==> config.mk <==
export PLATFORM = sky130hd
export DESIGN_NAME = gshare_index
export DESIGN_NICKNAME = d
export VERILOG_FILES = /design/src/rtl/gshare_index.sv
export SDC_FILE = /design/constraint.sdc
export NUM_CORES = 1
export LEC_CHECK = 0
export ABC_CLOCK_PERIOD_IN_PS = 4950
export CAP_MARGIN = 10
export CORE_UTILIZATION = 60
export DETAILED_ROUTE_END_ITERATION = 6
export DONT_BUFFER_PORTS = 1
export PLACE_DENSITY = 0.82
export SKIP_LAST_GASP = 1
export SYNTH_ARGS = -nofsm -noshare
export SYNTH_HDL_FRONTEND = slang
export SYNTH_SLANG_ARGS = --single-unit
export TNS_END_PERCENT = 1
==> constraint.sdc <==
create_clock -name clk -period 4.95 [get_ports clk]
set_clock_uncertainty 0.15 [all_clocks]
set_input_delay 0.99 -clock clk [delete_from_list [all_inputs] [get_ports clk]]
set_output_delay 0.99 -clock clk [all_outputs]
set_load 0.005 [all_outputs]
==> src/rtl/gshare_index.sv <==
// gshare_index -- global-history index generator for the FETCH-stage PHT.
//
// Keeps two history registers:
//   spec_hist   : speculative history, shifted by the PHT prediction at lookup
//   commit_hist : committed history, shifted by resolved outcomes from DECODE
// The PHT index is pc[PC_LSB +: IWIDTH] ^ H, and it is produced combinationally.
// An in-flight FIFO records each prediction, so every resolved outcome is
// compared with its own prediction. When they differ, the module raises
// mispredict, flushes the FIFO and rebuilds spec_hist from the committed history.
//
// Optional build macro:
//   GSHARE_FOLD_EN : when defined, H is the XOR of the IWIDTH-bit slices of
//                    spec_hist (the top slice is zero-padded), and HWIDTH may
//                    exceed IWIDTH. When undefined, H is spec_hist zero-extended
//                    to IWIDTH, and HWIDTH > IWIDTH is an elaboration error.
//
// Ports:
//   clk, reset      clock, synchronous active-high reset (reset beats en)
//   en              stall gate; when low, state holds and mispredict drops
//   do_lookup, pc, pred        FETCH-side branch lookup and PHT prediction
//   do_update, last_taken      DECODE-side resolved branch outcome
//   index           PHT index (combinational)
//   spec_hist       speculative history register
//   mispredict      registered 1-cycle pulse after a mispredicting update
//   full, empty     FIFO status
//   overflow        sticky: a lookup was dropped because the FIFO was full
module gshare_index #(
  parameter int IWIDTH = 6,
  parameter int HWIDTH = 4,
  parameter int PC_LSB = 2,
  parameter int DEPTH  = 4
) (
  input  logic              clk,
  input  logic              reset,
  input  logic              en,
  input  logic              do_lookup,
  input  logic [31:0]       pc,
  input  logic              pred,
  input  logic              do_update,
  input  logic              last_taken,
  output logic [IWIDTH-1:0] index,
  output logic [HWIDTH-1:0] spec_hist,
  output logic              mispredict,
  output logic              full,
  output logic              empty,
  output logic              overflow
);

  localparam int PW = $clog2(DEPTH);
  localparam int CW = PW + 1;

  if (HWIDTH < 2) begin : g_hw_min_err
    $error("gshare_index: HWIDTH must be >= 2");
  end
  if (DEPTH < 2 || (DEPTH & (DEPTH - 1)) != 0) begin : g_depth_err
    $error("gshare_index: DEPTH must be a power of 2 and >= 2");
  end

  logic [HWIDTH-1:0] commit_hist;
  logic [DEPTH-1:0]  fifo;
  logic [PW-1:0]     rd_ptr, wr_ptr;
  logic [CW-1:0]     count;

  // Only a window of the PC feeds the index. The MSB of commit_hist shifts
  // out and is never read.
  logic [31:0] unused_pc;
  logic        unused_commit_msb;
  assign unused_pc         = pc;
  assign unused_commit_msb = commit_hist[HWIDTH-1];

  // ---------------- history hash ----------------
  logic [IWIDTH-1:0] h;
`ifdef GSHARE_FOLD_EN
  localparam int NS = (HWIDTH + IWIDTH - 1) / IWIDTH;
  logic [NS*IWIDTH-1:0] hpad;
  always_comb begin
    hpad = '0;
    hpad[HWIDTH-1:0] = spec_hist;
    h = '0;
    for (int s = 0; s < NS; s++) h = h ^ hpad[s*IWIDTH +: IWIDTH];
  end
`else
  if (HWIDTH > IWIDTH) begin : g_hw_err
    $error("gshare_index: HWIDTH > IWIDTH requires GSHARE_FOLD_EN");
    assign h = '0;
  end else begin : g_zext
    assign h = IWIDTH'(spec_hist);
  end
`endif

  assign index = pc[PC_LSB +: IWIDTH] ^ h;

  // ---------------- control ----------------
  assign full  = (count == CW'(DEPTH));
  assign empty = (count == '0);

  logic              lk, upd, pop, miss, push, ovf_set;
  logic [HWIDTH-1:0] new_commit, base_hist;

  always_comb begin
    lk         = en & do_lookup;
    upd        = en & do_update;
    new_commit = {commit_hist[HWIDTH-2:0], last_taken};
    pop        = upd & ~empty;
    miss       = pop & (fifo[rd_ptr] != last_taken);
    // A pop in the same cycle frees a slot for the push. On a mispredict the
    // lookup is on the wrong path, so its push is discarded.
    push       = lk & (~full | pop) & ~miss;
    ovf_set    = lk & full & ~pop;
    // An update on an empty FIFO resyncs spec_hist to the committed history.
    // A lookup in that same cycle is younger, so it shifts on top of the resync.
    base_hist  = (upd & empty) ? new_commit : spec_hist;
  end

  always_ff @(posedge clk) begin
    if (reset) begin
      spec_hist   <= '0;
      commit_hist <= '0;
      count       <= '0;
      rd_ptr      <= '0;
      wr_ptr      <= '0;
      mispredict  <= 1'b0;
      overflow    <= 1'b0;
      fifo        <= '0;
    end else begin
      mispredict <= miss;
      if (ovf_set) overflow <= 1'b1;
      if (upd) commit_hist <= new_commit;

      if (miss) begin
        spec_hist <= new_commit;
        count     <= '0;
        rd_ptr    <= wr_ptr;
      end else begin
        spec_hist <= push ? {base_hist[HWIDTH-2:0], pred} : base_hist;
        if (push) begin
          fifo[wr_ptr] <= pred;
          wr_ptr       <= wr_ptr + PW'(1);
        end
        if (pop) rd_ptr <= rd_ptr + PW'(1);
        count <= count + CW'(push) - CW'(pop);
      end
    end
  end

endmodule

==> results summary <==
The netlist area before placement is 1230 sq um. For the worst setup path, the data required time is 5.01 ns. The maximum fanout along the worst path is 16. The power per standard cell area is 359 nW/um^2. The clock-pin slew of the registers on the worst-case setup and hold paths is 0.12 ns.

The full die area is 2240 sq um. Grouping stages by cell kind, the critical path spends the most delay in multiplexers. The cell count after synthesis came out at 132. The count of unresolved DRC violations after routing came out at 0. Counting tap cells, the placed design contains a total of 152 instances. The clock tree root driver cell is sky130_fd_sc_hd__clkbuf_4. The sequential cells in the finished layout cover a total of 400 sq um. In the routed layout, each cell is associated on average with a via count of 6.03. The count of final max-slew check failures was 0.

The pin slew with the least headroom to its limit is 0.691 ns. The net switching power came out at 167 uW. The total number of yosys warnings came out at 0.

The switching part of the total power is 0.373. The number of instances resized during post-cts repair came out at 0. The number of nets in the synthesized netlist is 178. After detailed routing, the average wire length per cell comes to 15.1 um. On the critical path, the stage with the largest delay is an instance of sky130_fd_sc_hd__dfxtp_1. The number of antenna violations at the first check in global routing was 0. The total global routing track utilization is 0.241. STA classifies the critical path endpoint as a register. The relative contribution of the clock network to total power came out at 0.177.

The height of the die is 47.3 um. At the end of routability-driven placement, the weighted congestion stood at 0.800. For the worst setup path, the data arrival time is 3.33 ns. The share of total power dissipated in combinational logic is 0.361. The die width came out at 47.3 um.

For this run, the number of standard cells in the final layout without fillers is 155. The count of nets after finishing is 176. Together, buffers and inverters on the worst path number 3. The total inserted antenna cells is 0.

The leakage power of the design is 0.480 nW. The sequential share of power came out at 0.462. The number of flops mapped to enable cells by yosys is 0. The minimum hold slack came out at 0.305 ns. Leaving out fill and tap cells, the most frequent cell in the layout is sky130_fd_sc_hd__dfxtp_1. The number of buffers on the longest clock path is 2. In the layout the commonest cells are 20 x sky130_fd_sc_hd__dfxtp_1, 9 x sky130_fd_sc_hd__nor2_1, 9 x sky130_fd_sc_hd__nand3_1, 8 x sky130_fd_sc_hd__nand2_1. Ranked by total cell area, the synthesized netlist is headed by sky130_fd_sc_hd__dfxtp_1 32%, sky130_fd_sc_hd__ha_1 6.1%, sky130_fd_sc_hd__mux2i_1 5.7%. The clock period minus worst slack is 3.28 ns. The number of setup violations in the final report is 0.

The setup TNS after final layout is 0 ns. The maximum resistive drop on vdd came out at 303 uV. The largest area contributor in the netlist is sky130_fd_sc_hd__dfxtp_1. The synthesized netlist contains 46 unique library cells.

The synthesized area divided by synthesized cell count came out at 9.35 sq um. The biggest cell delay along the critical path is 0.44 ns. Across the run, the number of max-cap violations was 0. The cts-stage hold buffer count came out at 0.

The path type of the worst setup path is register to register. The number of nets with antenna violations after detailed routing came out at 0. The number of core rows is 16. For this run, the register share of the synthesized area comes to 0.325. The via count of the first global-routing pass is 867. The clock net in this run drives a total of 20 sinks. The worst hold-check path type is register to register. Headroom to the max-slew limit came out at 0.539. The fill cell total of the finished layout came out at 179. The fraction of synthesized cell area taken by the top area cell type is 0.325. TritonCTS created 3 clock buffers.

Measured on the finished design, the core utilization comes to 0.642. The area of the core region came out at 1940 sq um. The detailed-routing iteration count for the pre-antenna-repair pass came out at 5. The detailed router placed 935 vias in this run. The total grt overflow is 0. The count of input and output buffers came out at 0. STA classifies the critical path startpoint as a register. Traced cell by cell, the critical path runs through mux2i_1, mux2i_2, o211ai_4, and2_1, inv_2, ha_1, inv_1, ha_1, inv_1, fa_1, xnor2_1, xnor2_1, and3b_1. The count of H-tree levels built during CTS is 1. The violation count after the first detailed-route iteration is 14. The multi-input logic area is 754 sq um. The total I/O pin count came out at 53. The half-perimeter wire length of the detailed placement result is 1720 um. In the synthesized netlist the async set-or-reset flop fraction comes to 0.

Among all flip-flop cells after synthesis, the most frequent one is sky130_fd_sc_hd__dfxtp_1. The number of flip-flops and latches in the synthesized netlist is 20. The layout cell share with drive strength beyond 1 came out at 0.125.

The number of setup buffers added after CTS is 0. The run finished with clean final reports. TritonCTS built the clock tree. The total wirelength of the detailed-routed design came out at 2340 um.

The source-to-sink clock delay at the later pin of the worst-skew pair is 0.31 ns. In the finished design, the share of the clock period the worst path needs comes to 0.662. Entering global routing, the biggest net connects 25 pins.

The first global-routing pass estimated 3710 um of wire. Relative to the synthesized area, the layout overhead comes to 1.01%. The internal power contribution is 281 uW. For this configuration, the core starts out at a cell density of 0.635.

The fmax is 305 MHz. Setup repair after global routing left no endpoint under its margin. The number of hold violations in the final report is 0.
synthesized netlist by cell type (2+ instances only):
cell                       number
sky130_fd_sc_hd__a21oi_1        7
sky130_fd_sc_hd__a31oi_1        2
sky130_fd_sc_hd__and3b_1        2
sky130_fd_sc_hd__buf_2          2
sky130_fd_sc_hd__buf_4          2
sky130_fd_sc_hd__clkbuf_1       2
sky130_fd_sc_hd__dfxtp_1       20
sky130_fd_sc_hd__ha_1           6
sky130_fd_sc_hd__inv_1          6
sky130_fd_sc_hd__mux2i_1        7
sky130_fd_sc_hd__nand2_1        8
sky130_fd_sc_hd__nand2b_1       7
sky130_fd_sc_hd__nand3_1        9
sky130_fd_sc_hd__nor2_1         9
sky130_fd_sc_hd__nor3_1         2
sky130_fd_sc_hd__nor3b_1        3
sky130_fd_sc_hd__o21ai_0        4
sky130_fd_sc_hd__xnor2_1        3
sky130_fd_sc_hd__xor2_1         4
metrics by stage:
step	total power, mW	area (sq um)	worst slack (ns)
2_1_floorplan	0.349	1230	1.63
3_3_place_gp	0.364	1220	1.49
3_5_place_dp	0.372	1220	1.45
4_1_cts	0.448	1250	1.69
5_1_grt	0.476	1250	1.52
6_report	0.447	1250	1.67
final cells by class:
class	count	area share
inverters	8	0.0281
well taps	27	0.0271
clock buffers	3	0.0181
multi-input cells	97	0.605
flip-flops and latches	20	0.321
worst paths after layout:
| path | start | to | slack, ns | cells after the start |
|---|---|---|---|---|
| worst max-delay path | rd_ptr[1]$_SDFFE_PP0P_ | count[2]$_SDFF_PP0_ | 1.67 | 13 |
| worst min-delay path | commit_hist[2]$_SDFFE_PP0P_ | commit_hist[2]$_SDFFE_PP0P_ | 0.30 | 2 |
| worst max register to register | rd_ptr[1]$_SDFFE_PP0P_ | count[2]$_SDFF_PP0_ | 1.67 | 13 |
| worst min register to register | commit_hist[2]$_SDFFE_PP0P_ | commit_hist[2]$_SDFFE_PP0P_ | 0.30 | 2 |
registers in the layout, indices dropped and copies added (netlist names):
register and flops:
overflow 1, commit_hist 3, wr_ptr 2, count 3
fifo 4, spec_hist 4, rd_ptr 2, mispredict 1
routing by layer:
layer / wire length, um / GRT usage / vias to the layer above / part of all wire
li1: - / - / 458 / -
met1: 970 / 0.270 / 438 / 0.41
met2: 1160 / 0.403 / 32 / 0.49
met3: 161 / 0.0615 / 7 / 0.069
met4: 51 / 0.154 / 0 / 0.022
met5: 0 / 0 / - / 0
cell families after synthesis:
group | Yosys count | synth area share
AO/OA/AOI/OAI | 23 | 0.144
XOR/XNOR | 7 | 0.0497
adder cells (fa/ha/maj) | 7 | 0.0771
buffers and inverters | 15 | 0.0639
flip-flops | 20 | 0.325
multiplexers | 9 | 0.0862
AND/OR/NAND/NOR | 51 | 0.255
worst register-to-register path, stage by stage (launching register included):
cell and delay (ns):
sky130_fd_sc_hd__dfxtp_1 0.44, sky130_fd_sc_hd__mux2i_1 0.35, sky130_fd_sc_hd__mux2i_2 0.40, sky130_fd_sc_hd__o211ai_4 0.27, sky130_fd_sc_hd__and2_1 0.26, sky130_fd_sc_hd__inv_2 0.06, sky130_fd_sc_hd__ha_1 0.21, sky130_fd_sc_hd__inv_1 0.05
sky130_fd_sc_hd__ha_1 0.13, sky130_fd_sc_hd__inv_1 0.05, sky130_fd_sc_hd__fa_1 0.37, sky130_fd_sc_hd__xnor2_1 0.15, sky130_fd_sc_hd__xnor2_1 0.13, sky130_fd_sc_hd__and3b_1 0.17
power groups by stage:
stage,Clock (mW),Sequential [mW],Combinational [mW]
floorplan,0,0.205,0.144
finish,0.0793,0.207,0.161
global route,0.0859,0.211,0.179
global placement,0,0.210,0.155
detailed placement,0,0.211,0.162
CTS,0.0790,0.207,0.162
Note: power is estimated with default switching activity, not from simulation.
